## config.mk

```make
export PLATFORM = sky130hd
export DESIGN_NAME = hall_call_sched
export DESIGN_NICKNAME = d
export VERILOG_FILES = /design/src/rtl/hall_call_sched.sv
export SDC_FILE = /design/constraint.sdc
export NUM_CORES = 1
export LEC_CHECK = 0
export ABC_AREA = 1
export BUFFER_PORTS_ARGS = -buffer_cell sky130_fd_sc_hd__buf_2
export CORE_UTILIZATION = 40
export CTS_CLUSTER_SIZE = 20
export DETAILED_ROUTE_END_ITERATION = 7
export GPL_TIMING_DRIVEN = 0
export SLEW_MARGIN = 20
export SYNTH_ARGS = -nofsm -noshare
export SYNTH_HDL_FRONTEND = slang
export SYNTH_SLANG_ARGS = --single-unit
```

## constraint.sdc

```tcl
create_clock -name clk -period 3.9 [get_ports clk]
set_clock_uncertainty 0.1 [all_clocks]
set_input_delay 0.585 -clock clk [delete_from_list [all_inputs] [get_ports clk]]
set_output_delay 0.585 -clock clk [all_outputs]
set_load 0.03 [all_outputs]
```

## src/rtl/hall_call_sched.sv

```systemverilog
// Hall-call scheduler: per-direction pending bitmaps, SCAN-ordered dispatch over valid/ready.
// Optional dropped-request counter enabled by defining HALL_CALL_STATS_EN.
module hall_call_sched #(
  parameter int FLOORS  = 4,
  parameter int FLOOR_W = 2,
  parameter int CNT_W   = 5
) (
  input  logic               clk,
  input  logic               rst_n,
  input  logic               req_valid,
  input  logic [FLOOR_W-1:0] req_floor,
  input  logic               req_dir,
  input  logic               flush,
  input  logic [FLOOR_W-1:0] cur_floor,
  output logic               dout_valid,
  output logic [FLOOR_W-1:0] dout_floor,
  output logic               dout_dir,
  input  logic               dout_ready,
  output logic               q_empty,
  output logic [CNT_W-1:0]   pend_cnt,
  output logic [7:0]         drop_cnt
);

  typedef enum logic [0:0] {SCAN_UP = 1'b0, SCAN_DOWN = 1'b1} scan_t;

  scan_t              scan;
  scan_t              scan_next;
  logic [FLOORS-1:0]  up_pend;
  logic [FLOORS-1:0]  dn_pend;
  logic [FLOORS-1:0]  up_next;
  logic [FLOORS-1:0]  dn_next;
  logic [FLOORS-1:0]  req_hot;
  logic [FLOORS-1:0]  sel_hot;
  logic               dv_next;
  logic [FLOOR_W-1:0] df_next;
  logic               dd_next;
  logic               found;
  logic [FLOOR_W-1:0] sel_floor;
  logic               sel_dir;
  logic               load;
  logic               invalid;
  logic               dup;
  logic               accept;
  int                 cf;
  int                 cnt;

  // Sweep selection: first pending call in SCAN order from the clamped car floor
  always_comb begin
    logic hit;
    cf        = (int'(cur_floor) >= FLOORS) ? FLOORS - 1 : int'(cur_floor);
    found     = 1'b0;
    sel_floor = '0;
    sel_dir   = 1'b0;
    hit       = 1'b0;
    case (scan)
      SCAN_UP: begin
        for (int i = 0; i < FLOORS; i++) begin
          hit = !found && (i >= cf) && up_pend[i];
          sel_floor = hit ? FLOOR_W'(i) : sel_floor;
          sel_dir   = hit ? 1'b0 : sel_dir;
          found     = found | hit;
        end
        for (int i = FLOORS - 1; i >= 0; i--) begin
          hit = !found && dn_pend[i];
          sel_floor = hit ? FLOOR_W'(i) : sel_floor;
          sel_dir   = hit ? 1'b1 : sel_dir;
          found     = found | hit;
        end
        for (int i = 0; i < FLOORS; i++) begin
          hit = !found && (i < cf) && up_pend[i];
          sel_floor = hit ? FLOOR_W'(i) : sel_floor;
          sel_dir   = hit ? 1'b0 : sel_dir;
          found     = found | hit;
        end
      end
      SCAN_DOWN: begin
        for (int i = FLOORS - 1; i >= 0; i--) begin
          hit = !found && (i <= cf) && dn_pend[i];
          sel_floor = hit ? FLOOR_W'(i) : sel_floor;
          sel_dir   = hit ? 1'b1 : sel_dir;
          found     = found | hit;
        end
        for (int i = 0; i < FLOORS; i++) begin
          hit = !found && up_pend[i];
          sel_floor = hit ? FLOOR_W'(i) : sel_floor;
          sel_dir   = hit ? 1'b0 : sel_dir;
          found     = found | hit;
        end
        for (int i = FLOORS - 1; i >= 0; i--) begin
          hit = !found && (i > cf) && dn_pend[i];
          sel_floor = hit ? FLOOR_W'(i) : sel_floor;
          sel_dir   = hit ? 1'b1 : sel_dir;
          found     = found | hit;
        end
      end
      default: begin
        found     = 1'b0;
        sel_floor = '0;
        sel_dir   = 1'b0;
      end
    endcase
  end

  // One-hot decodes of request and selected floor, occupancy count
  always_comb begin
    req_hot = '0;
    sel_hot = '0;
    cnt     = 0;
    for (int i = 0; i < FLOORS; i++) begin
      req_hot[i] = (int'(req_floor) == i);
      sel_hot[i] = (int'(sel_floor) == i);
      cnt        = cnt + int'(up_pend[i]) + int'(dn_pend[i]);
    end
  end

  assign pend_cnt = CNT_W'(cnt);
  assign q_empty  = (up_pend == '0) && (dn_pend == '0);

  assign load    = found && (!dout_valid || dout_ready) && !flush;
  assign invalid = (int'(req_floor) >= FLOORS)
                 || (!req_dir && (int'(req_floor) == FLOORS - 1))
                 || (req_dir && (req_floor == '0));
  // A call already in a bitmap, sitting in the slot, or loading now is a duplicate
  assign dup     = (|(req_hot & (req_dir ? dn_pend : up_pend)))
                 || (dout_valid && (dout_floor == req_floor) && (dout_dir == req_dir))
                 || (load && (sel_floor == req_floor) && (sel_dir == req_dir));
  assign accept  = req_valid && !flush && !invalid && !dup;

  // Next state of pending bitmaps and output slot
  always_comb begin
    up_next = up_pend;
    dn_next = dn_pend;
    dv_next = dout_valid;
    df_next = dout_floor;
    dd_next = dout_dir;
    if (flush) begin
      up_next = '0;
      dn_next = '0;
      dv_next = 1'b0;
    end else begin
      if (load) begin
        dv_next = 1'b1;
        df_next = sel_floor;
        dd_next = sel_dir;
        up_next = sel_dir ? up_pend : (up_pend & ~sel_hot);
        dn_next = sel_dir ? (dn_pend & ~sel_hot) : dn_pend;
      end else if (dout_valid && dout_ready) begin
        dv_next = 1'b0;
      end else begin
        dv_next = dout_valid;
      end
      if (accept) begin
        up_next = req_dir ? up_next : (up_next | req_hot);
        dn_next = req_dir ? (dn_next | req_hot) : dn_next;
      end else begin
        up_next = up_next;
      end
    end
  end

  // Scan direction follows the direction of each loaded call
  always_comb begin
    scan_next = scan;
    case (scan)
      SCAN_UP, SCAN_DOWN: scan_next = load ? (sel_dir ? SCAN_DOWN : SCAN_UP) : scan;
      default:            scan_next = SCAN_UP;
    endcase
  end

  // State registers
  always_ff @(posedge clk) begin
    if (!rst_n) begin
      scan       <= SCAN_UP;
      up_pend    <= '0;
      dn_pend    <= '0;
      dout_valid <= 1'b0;
      dout_floor <= '0;
      dout_dir   <= 1'b0;
    end else begin
      scan       <= scan_next;
      up_pend    <= up_next;
      dn_pend    <= dn_next;
      dout_valid <= dv_next;
      dout_floor <= df_next;
      dout_dir   <= dd_next;
    end
  end

`ifdef HALL_CALL_STATS_EN
  logic       dropped;
  logic [7:0] drop_q;

  assign dropped  = req_valid && !flush && (invalid || dup);
  assign drop_cnt = drop_q;

  // Saturating drop counter; flush deliberately leaves it alone
  always_ff @(posedge clk) begin
    if (!rst_n) begin
      drop_q <= 8'd0;
    end else if (dropped && (drop_q != 8'hFF)) begin
      drop_q <= drop_q + 8'd1;
    end else begin
      drop_q <= drop_q;
    end
  end
`else
  assign drop_cnt = 8'd0;
`endif

endmodule
```

# --- Word level (Yosys, flattened, before mapping) ---
# Cells that the tools add are included.
word_totals:
  output_inout_bits: 18
  regBits: 13
  word_cells: 203
  input_bits: 10
classes:
  mux: 56
  addsub: 7
  n_eq_ne: 10
  n_bitwise: 29
  magnitude_cmp: 12
  reduce_logical: 83
ops:
  columns: ["cell", "count"]
  rows:
  - ["$logic_and A1 B1 Y1", 45]
  - ["$mux W4", 11]
  - ["$mux W2", 20]
  - ["$logic_not A1 Y1", 25]
  - ["$mux W1", 22]
  - ["$or A1 B1 Y1", 20]
  - ["$add A5 B1 Y5", 3]
  - ["$and A4 B4 Y4", 3]
  - ["$eq A2 B2 Y1 const B", 4]
  - ["$logic_not A4 Y1", 2]
  - ["$or A4 B4 Y4", 2]
  - ["$logic_not A2 Y1", 3]
  - ["$add A4 B1 Y5", 1]
  - ["$add A3 B1 Y4", 1]
  - ["$eq A2 B1 Y1 const B", 2]
  - ["$eq A2 B2 Y1", 2]
  - ["$ge A1 B2 Y1 const A", 2]
  - ["$gt A2 B2 Y1 const A", 2]
  - ["$le A2 B2 Y1 const A", 2]
  - ["$logic_or A1 B1 Y1", 4]
  - ["$lt A1 B2 Y1 const A", 2]
  - ["$not A4 Y4", 1]
  - ["$pmux W1 S2", 2]
  - ["$pmux W2 S2", 1]
  - ["12 further kinds", 15]

# --- Depth between registers and ports, before layout ---
# Gate-level depths: netlist of the first run.
logic_depth:
  depth_word: 47
  mapped_depth: 16
  depth_no_buf: 15

# --- Worst setup path before layout of the first run ---
# Ideal clock, no wire load.
synth_path:
  kind: "register -> output"
  from: "register up_pend[0]"
  to: "output pend_cnt[2]"
  arrival_ns: 2.982
  t_required_ns: 3.215
  path_stages_with_launch: 10
  path_buffers: 0
  path_slack_ns: 0.233
  cell_sequence: "dfxtp_1 -> fa_1 -> inv_1 -> fa_1 -> fa_1 -> inv_1 -> ha_1 -> inv_1 -> fa_1 -> xnor2_1"
synth_via:
  elab_chain_len: 7
synth_rtl:
  columns: ["element", "line_no", "text"]
  rows:
  - ["from (decl)", "28", "logic [FLOORS-1:0] up_pend;"]
  - ["from (signal assigned)", "181", "up_pend <= up_next;"]
  - ["$add A1 B1 Y2", "112", "cnt = cnt + int'(up_pend[i]) + int'(dn_pend[i]);"]
  - ["$add A2 B1 Y3", "112", null]
  - ["$add A3 B1 Y4", "112", null]
  - ["$add A4 B1 Y5", "112", null]
  - ["$add A5 B1 Y5 (3 in a row)", "112", null]
  - ["to (decl)", "20", "output logic [CNT_W-1:0] pend_cnt,"]
# Every way passes these cells.

# --- Final worst setup path of the first run ---
layout_path:
  from: "register up_pend[0]"
  to: "output pend_cnt[1]"
# The elaborated chain is that of the path after synthesis.

==> results.md, run 1 <==
* Die ar. at around 3600 um2
* Minimum clock period at 3.807 ns
* Crit start category: register
* Post-synthesis mux area share at 0
* Clock Sinks at 13
* Flop2flop setup slack at between 1.5 and 2 ns
* Period utilization at 0.9762
* Main combinational cell family by area after synthesis: simple AND/OR/NAND/NOR gates
* Core area at about 3100 um2
* Req. time, crit path at 3.21 ns
* Synth Area in Simple Gates at 0.3539
* YS warnings at 0
* #FFs+latches synth at 13
* Share of cells above drive strength 1 at 0.2479
* Seq pwr share at 0.476
* Htree depth at 1
* Die Y at 59.80 um
* Row cnt at 20
* Fillcell total at roughly 350
* P&R area growth vs syn at 17.04%
* Synth Area in Compound Gates at 0.1629
* ANT nets after route at 0
* # IOs at 28
* Total grt overflow at 0
* RD Place Congestion at 0.8540
* PwrDens at 182.4 nW/um2
* Post-synth cell types at 34
* Skew-Pair Late Insertion Delay at 0.27 ns
* # setup viols final at 0
* Fin nets at 253
* Starting DRC count in detailed routing at 17
* Most frequent cells in the layout: nand2_1, inv_1, nand3_1
* Sequential area share after synthesis at 0.1948
* Commonest non-fill, non-tap cell in the layout: nand2_1
* Element type at the critical path end: primary output
* Root Driver: clkbuf_4
* Sw frac at 0.3131
* Vias in the first global route at 1098
* Clock-pin slew on the worst setup and hold paths at 0.08 ns
* Final Max Tran Viols at 0
* Hold Crit Class: register to register
* Hold bufs inserted after CTS at 0
* Hold Slack at 0.4010 ns
* Die width at between 50 and 60 um
* DRC at 0
* Achievable Freq at 262.7 MHz
* Adder-cell share of the synthesized area at 0.09738
* Deepest clock path buffer count at 2
* TritonCTS buffer count at 3
* ANT cells at 0
* Hold Violations, Final at 0
* Vias per cell at 4.694
* Post-Place Cells at 273
* TritonRoute pass-1 iters at 4
* Avg WL per Cell at 10.97 um
* Final non-filler cell total at 278
* Max FO, Critical Path at 3
* DP HPWL at 2.497 mm
* Initial core utilization at 0.4306
* Antenna violations before repair at 0
* Vias at around 1300
* Internal power at 0.0001960 W
* Worst vdd ir at 0.1325 mV
* IO Port Bufs at 17
* Clock power frac at 0.292
* Static leakage at 0.7991 nW
* Syn_area_per_cell at ~6.6 um2
* Gate power share at 0.233
* Max Cap Viol at 0
* Gate Count Post-Synth at 204
* Critical path class: register to primary output
* CTS tree: done
* Total wire length at 3.050 mm
* Largest net degree at the start of global routing at 11
* GR Util All Layers at 0.1872
* Mapped cell area at 1336 um2
* Max-slew headroom at 0.6532
* Slew @ Worst Pin at 0.5160 ns
* First-pass GRT wire length at 4.974 mm
* Status: finished clean
* P_sw at 0.00008935 W
* Post-synthesis xor/xnor area fraction at 0.01311
* Worst path arrival time at 3.12 ns
[through the flow]
stage               TNS [ns]  power (W)    util  setup WS, ns  cell area, um2
floorplan                  0  0.0001912       -        0.2325            1366
global placement           0  0.0002053  0.4855        0.3213            1506
detailed placement         0  0.0002054  0.4855        0.3149            1506
CTS                        0  0.0002877  0.4944       0.05856            1534
global route        -0.05128  0.0003015  0.5040      -0.02818            1564
finish                     0  0.0002853  0.5040       0.09275            1564
[worst max-delay path: stages, from the launching register on]
cell	delay [ns]
dfxtp_4	0.36
fa_1	0.53
inv_1	0.05
fa_1	0.50
fa_1	0.40
inv_1	0.08
ha_2	0.18
inv_1	0.05
fa_2	0.51
inv_1	0.03
buf_4	0.15
[worst paths after layout]
check / start / to / cells past startpoint
setup reg to reg: up_pend[0]$_SDFF_PP0_ / up_pend[1]$_SDFF_PP0_ / 11
setup / recovery: up_pend[0]$_SDFF_PP0_ / pend_cnt[1] / 10
hold / removal: dn_pend[0]$_SDFF_PP0_ / dn_pend[0]$_SDFF_PP0_ / 2
hold reg to reg: dn_pend[0]$_SDFF_PP0_ / dn_pend[0]$_SDFF_PP0_ / 2
[power groups by stage]
stage	sequential (W)	combinational (W)	clock, W
after floorplan	0.000141	0.0000499	0
after global placement	0.000140	0.0000658	0
after detailed placement	0.000140	0.0000657	0
after CTS	0.000137	0.0000658	0.0000853
after global routing	0.000136	0.0000740	0.0000914
final	0.000136	0.0000664	0.0000832
[kinds of logic after synthesis]
kind of cell	count (synthesis)
buf+inv	49
fa+ha+maj	8
other cells	1
xor+xnor	2
flops	13
compound gates	36
simple gates	95
[Yosys cell counts]
master / n / area (um2)
nor3_1: 2 / 10.01
o2111ai_1: 3 / 26.28
nand3_2: 5 / 50.05
o21ai_1: 2 / 10.01
a21oi_1: 13 / 65.06
nand3_1: 19 / 95.09
o211ai_1: 1 / 7.510
o21bai_1: 3 / 22.52
nand4_1: 2 / 12.51
nor3_2: 1 / 10.01
buf_6: 2 / 22.52
nor2_4: 2 / 22.52
inv_2: 2 / 7.510
o31ai_1: 1 / 7.510
a31oi_1: 1 / 6.260
dfxtp_1: 13 / 260.3
nor2_1: 18 / 67.56
o21ai_0: 8 / 40.04
nand4_2: 1 / 12.51
and3_1: 1 / 6.260
o311ai_0: 1 / 8.760
inv_1: 35 / 131.4
conb_1: 1 / 3.750
nand2_1: 38 / 142.6
xnor2_1: 2 / 17.52
nor4_2: 1 / 12.51
nor2_2: 2 / 12.51
buf_4: 9 / 67.56
ha_1: 4 / 50.05
a21oi_2: 2 / 17.52
nand2_2: 3 / 18.77
o22ai_1: 1 / 6.260
buf_2: 1 / 5.000
fa_1: 4 / 80.08
[layout make-up]
cell class              count  area, um2  area share
repair buffers             18      97.59     0.06240
inverters                  37      138.9     0.08880
plain buffers              12      95.09     0.06080
multi-input cells         150      884.6      0.5656
clock buffers               4      26.28     0.01680
well taps                  44      55.05     0.03520
flip-flops and latches     13      266.5      0.1704
[routing by layer]
metal,track usage,up-vias,wire length [um]
met2,0.2762,13,1360
met3,0.03247,2,55
li1,-,707,-
met5,0,-,0
met4,0.03654,0,13
met1,0.2831,583,1620
[registers in the layout (all words and copies together) (netlist names)]
register,cells
dout_floor,2
dn_pend,4
up_pend,4
dout_dir,1
dout_valid,1
scan,1
[what timing repair did]
item	CTS	global route
resized for setup	1	10
pin swaps	0	1
endpoints found under the setup margin	1	2
buffers inserted	0	1
Note: power is estimated with default switching activity, not from simulation.
==> inputs of run 2 (changes only) <==
==> constraint.sdc (replaced) <==
create_clock -name clk -period 3.87 [get_ports clk]
set_clock_uncertainty 0.1 [all_clocks]
set_input_delay 0.5805 -clock clk [delete_from_list [all_inputs] [get_ports clk]]
set_output_delay 0.5805 -clock clk [all_outputs]
set_load 0.03 [all_outputs]
==> run 2 against run 1 <==
  * Register-to-register slack got worse by 0.02 ns
  * Critical path depth did not move
  * Cell count is 0.36% higher
  * Critical endpoint unchanged
==> results.md, run 2 (synthesized netlist as in run 1, its figures left out) <==
* Achievable Freq at 264.4 MHz
* Clock Sinks at 13
* DP HPWL at 2.497 mm
* Max Cap Viol at 0
* Row cnt at 20
* Seq pwr share at 0.475
* Core area at 3103 um2
* Root Driver: clkbuf_4
* Fin nets at 254
* P_sw at 0.00009009 W
* Gate power share at 0.233
* Minimum clock period at 3.782 ns
* TritonCTS buffer count at 3
* Regs by FF count: dn_pend: 4 flops, up_pend: 4 flops, dout_floor: 2 flops
* Critical path class: register to primary output
* ANT nets after route at 0
* Total grt overflow at 0
* TritonRoute pass-1 iters at 4
* Share of cells above drive strength 1 at 0.2511
* Final core utilization at 0.5089
* Vias per cell at 4.713
* Status: finished clean
* Starting DRC count in detailed routing at 33
* Max FO, Critical Path at 3
* Req. time, crit path at 3.19 ns
* Setup TNS at 0 ns
* Largest net degree at the start of global routing at 11
* Vias in the first global route at 1098
* RD Place Congestion at around 0.85
* Sw frac at 0.3132
* Worst vdd ir at 0.1336 mV
* Final Instance Area at 1579 um2
* Final Max Tran Viols at 0
* Hold Violations, Final at 0
* Htree depth at 1
* Slew @ Worst Pin at 0.5160 ns
* Worst path arrival time at a little over 3 ns
* Clock-pin slew on the worst setup and hold paths at 0.08 ns
* Total wire length at 3.062 mm
* P&R area growth vs syn at 18.16%
* Commonest non-fill, non-tap cell in the layout: nand2_1
* Crit start category: register
* Fillcell total at between 300 and 400
* Initial core utilization at 0.4306
* Period utilization at 0.9773
* Die Y at 59.80 um
* Most frequent cells in the layout: nand2_1, inv_1, nand3_1
* GR Util All Layers at 0.1872
* CTS tree: done
* Avg WL per Cell at 10.97 um
* Internal power at 0.0001975 W
* Clock power frac at 0.292
* Static leakage at 0.8060 nW
* IO Port Bufs at 17
* Antenna violations before repair at 0
* First-pass GRT wire length at 4.974 mm
* # setup viols final at 0
* Post-DP Area at 1506 um2
* Element type at the critical path end: primary output
* Skew-Pair Late Insertion Delay at 0.27 ns
* DRC at 0
* Max-slew headroom at 0.6532
* Vias at 1315
* ANT cells at 0
* # IOs at 28
* Die ar. at 3576 um2
* Hold Crit Class: register to register
* Reg2reg path depth at 11
* Die width at 59.80 um
* PwrDens at 182.2 nW/um2
* Deepest clock path buffer count at 2
* Hold depth at 2
* Hold bufs inserted after CTS at 0
[run 2: changes by cell type in the layout (fill, tap and decap cells not counted)]
cell,previous run,this run
buf_4,12,11
buf_6,2,4
[run 2: power groups by stage]
| stage | clock (W) | sequential (W) | combinational (W) |
|---|---|---|---|
| after floorplan | 0 | 0.000142 | 0.0000503 |
| after global placement | 0 | 0.000141 | 0.0000663 |
| after detailed placement | 0 | 0.000141 | 0.0000662 |
| after CTS | 0.0000860 | 0.000138 | 0.0000663 |
| after global routing | 0.0000921 | 0.000137 | 0.0000746 |
| final | 0.0000839 | 0.000137 | 0.0000670 |
[run 2: timing repair]
item / CTS / global route
setup buffers: 0 / 2
pin swaps: 0 / 1
setup endpoints to repair: 2 / 2
resized for setup: 1 / 12
[run 2: worst paths after layout]
check             slack, ns               endpoint                  start
setup reg to reg       1.84  up_pend[1]$_SDFF_PP0_  up_pend[0]$_SDFF_PP0_
hold reg to reg        0.40  dn_pend[0]$_SDFF_PP0_  dn_pend[0]$_SDFF_PP0_
hold / removal         0.40  dn_pend[0]$_SDFF_PP0_  dn_pend[0]$_SDFF_PP0_
setup / recovery       0.09            pend_cnt[1]  up_pend[0]$_SDFF_PP0_
[run 2: final cells by class]
cell class,count,area [um2],area share
inverters,37,138.9,0.08796
well taps,44,55.05,0.03487
multi-input cells,150,884.6,0.5602
repair buffers,19,112.6,0.07132
clock buffers,4,26.28,0.01664
plain buffers,12,95.09,0.06022
flip-flops and latches,13,266.5,0.1688
[run 2: metrics by stage]
step,hold slack (ns),instances,total power (W),worst slack (ns)
finish,0.4010,279,0.0002876,0.08793
CTS,0.3976,277,0.0002899,0.03306
floorplan,0.3654,212,0.0001927,0.2070
global route,0.4372,279,0.0003039,-0.03139
detailed placement,0.3843,273,0.0002070,0.2894
global placement,0.3905,273,0.0002069,0.2958
[run 2: critical path: stages, from the launching register on]
cell,delay (ns)
dfxtp_4,0.37
fa_1,0.53
inv_1,0.05
fa_1,0.50
fa_1,0.40
inv_1,0.08
ha_2,0.18
inv_1,0.05
fa_2,0.51
inv_1,0.04
buf_6,0.13
[run 2: layer usage]
layer / up-vias / share of wire / track usage
met2: 15 / 0.45 / 0.2762
met3: 2 / 0.019 / 0.03247
li1: 710 / - / -
met5: - / 0 / 0
met1: 588 / 0.53 / 0.2831
met4: 0 / 0.0042 / 0.03654
==> inputs of run 3 (changes only) <==
--- a/config.mk
+++ b/config.mk
@@ -7,10 +7,12 @@
 export LEC_CHECK = 0
 export ABC_AREA = 1
 export BUFFER_PORTS_ARGS = -buffer_cell sky130_fd_sc_hd__buf_2
-export CORE_UTILIZATION = 40
+export CAP_MARGIN = 25
+export CORE_UTILIZATION = 39
 export CTS_CLUSTER_SIZE = 20
 export DETAILED_ROUTE_END_ITERATION = 7
 export GPL_TIMING_DRIVEN = 0
+export PLACE_DENSITY_LB_ADDON = 0.2
 export SLEW_MARGIN = 20
 export SYNTH_ARGS = -nofsm -noshare
 export SYNTH_HDL_FRONTEND = slang
==> run 3 against run 2 <==
  * Sequential share of layout area is 0.054 points higher
  * Clock-buffer cell count stayed put
  * Combinational power is 1% higher
  * Flip-flop and latch count stayed put
  * Clock power is 2% higher
  * Total power is 0.79% higher
  * Critical path type unchanged
  * Setup slack worse by 0.019 ns
  * Cell count stayed put
==> results.md, run 3 (synthesized netlist as in run 1, its figures left out) <==
* Antenna violations before repair at 0
* M3 GR Usage at 0.03838
* P_sw at approximately 0.000092 W
* Hold Violations, Final at 0
* First-pass GRT wire length at around 5 mm
* Initial core utilization at 0.4238
* IO Port Bufs at 17
* Gate power share at 0.234
* GR peak layer: met2
* RD Place Congestion at 0.8360
* Max FO, Critical Path at 5
* Vias at between 1000 and 1500
* Starting DRC count in detailed routing at 46
* Critical path class: register to primary output
* Hold Crit Class: register to register
* Status: finished clean
* Clock Sinks at 13
* Flop2flop setup slack at 1.81 ns
* Reg2reg path depth at 13
* P&R area growth vs syn at 17.79%
* Clock-pin slew on the worst setup and hold paths at 0.08 ns
* Setup WS post-layout at ~0.069 ns
* Seq pwr share at 0.472
* Die width at between 60 and 70 um
* Minimum clock period at 3.801 ns
* Die Y at 60.54 um
* Period utilization at 0.9822
* CP Launch Point: up_pend[0]$_SDFF_PP0_
* CTS tree: done
* PwrDens at about 180 nW/um2
* # setup viols final at 0
* Total grt overflow at 0
* Share of cells above drive strength 1 at 0.2511
* ANT nets after route at 0
* Reg2reg start: up_pend[2]$_SDFF_PP0_
* Final non-filler cell total at 279
* M1 GR Usage at 0.2750
* Sw frac at 0.3179
* Row cnt at 20
* Regs by FF count: dn_pend: 4 flops, up_pend: 4 flops, dout_floor: 2 flops
* Element type at the critical path end: primary output
* Skew-Pair Late Insertion Delay at 0.28 ns
* Post-Place Cells at ~270
* Htree depth at 1
* Commonest non-fill, non-tap cell in the layout: nand2_1
* Setup TNS at 0 ns
* Static leakage at 0.7936 nW
* Worst path arrival time at 3.12 ns
* TritonRoute pass-1 iters at 4
* Pre-CTS WS at a little under 0.3 ns
* Req. time, crit path at 3.19 ns
* Die ar. at 3664 um2
* Hold depth at 2
* ANT cells at 0
* Total wire length at around 3.1 mm
* DP HPWL at approximately 2.5 mm
* Fin nets at between 200 and 300
* Final Max Tran Viols at 0
* Root Driver: clkbuf_4
* Vias in the first global route at between 1000 and 1500
* Core area at approximately 3200 um2
* Hold bufs inserted after CTS at 0
* Crit start category: register
* Largest net degree at the start of global routing at 11
* Avg WL per Cell at 11.19 um
* TritonCTS buffer count at 3
* Max-slew headroom at 0.6091
* Worst vdd ir at about 0.19 mV
* Deepest clock path buffer count at 2
* DRC at 0
* Worst Hold Endpoint: dn_pend[0]$_SDFF_PP0_
* Met2 Usage GRT at 0.2889
* Worst hold start: dn_pend[0]$_SDFF_PP0_
* Most frequent cells in the layout: nand2_1, inv_1, nand3_1
* GR Util All Layers at 0.1885
* Max Cap Viol at 0
* RR Endpoint: dn_pend[2]$_SDFF_PP0_
* Clock power frac at 0.294
* Slew @ Worst Pin at 0.5814 ns
* Achievable Freq at 263.1 MHz
* # IOs at 28
* Vias per cell at 4.839
* Internal power at 0.0001977 W
run 3: cell count changes in the layout (fill, tap and decap cells not counted), sizes merged:
cell    previous run  this run
clkbuf             4         5
buf               31        30
run 3: power groups by stage:
stage	logic, W	registers, W	clock network, W
final	0.0000678	0.000137	0.0000853
after global routing	0.0000752	0.000137	0.0000920
after CTS	0.0000663	0.000138	0.0000864
after detailed placement	0.0000659	0.000141	0
after global placement	0.0000660	0.000141	0
after floorplan	0.0000503	0.000142	0
run 3: worst max-delay path by stage:
stage / endpoint / slack [ns]
2_1_floorplan: pend_cnt[2] / 0.21
6_report: pend_cnt[1] / 0.07
3_3_place_gp: pend_cnt[2] / 0.29
4_1_cts: pend_cnt[2] / 0.03
3_5_place_dp: pend_cnt[2] / 0.29
5_1_grt: pend_cnt[1] / -0.03
run 3: worst max-delay path: stages (launching register included):
cell and delay [ns]:
dfxtp_4 0.37, fa_1 0.53, inv_1 0.05, fa_1 0.49, fa_1 0.42, inv_2 0.08
ha_4 0.13, inv_1 0.05, fa_2 0.52, inv_1 0.04, clkbuf_4 0.17
run 3: stage by stage:
step	total power, W	util	hold slack [ns]	cell area, um2
after floorplan	0.0001927	-	0.3654	1366
after global routing	0.0003044	0.4992	0.4252	1574
after global placement	0.0002067	0.4778	0.3844	1506
after detailed placement	0.0002066	0.4778	0.3874	1506
after CTS	0.0002902	0.4865	0.4007	1534
final	0.0002899	0.4992	0.4011	1574
run 3: cell type report:
type | count | area (um2)
inverters | 37 | 138.9
repair buffers | 19 | 105.1
well taps | 44 | 55.05
plain buffers | 12 | 95.09
clock buffers | 4 | 26.28
multi-input cells | 150 | 887.1
fillers | 367 | 1579
flip-flops and latches | 13 | 266.5
run 3: what timing repair did:
action | CTS | global route
resized for setup | 1 | 9
pin swaps | 0 | 1
setup endpoints to repair | 2 | 2
buffers inserted | 0 | 2
run 3: routing by layer:
metal / routed length (um) / vias to the layer above
li1: - / 704
met1: 1524 / 604
met2: 1407 / 38
met3: 173 / 4
met4: 17 / 0
met5: 0 / -
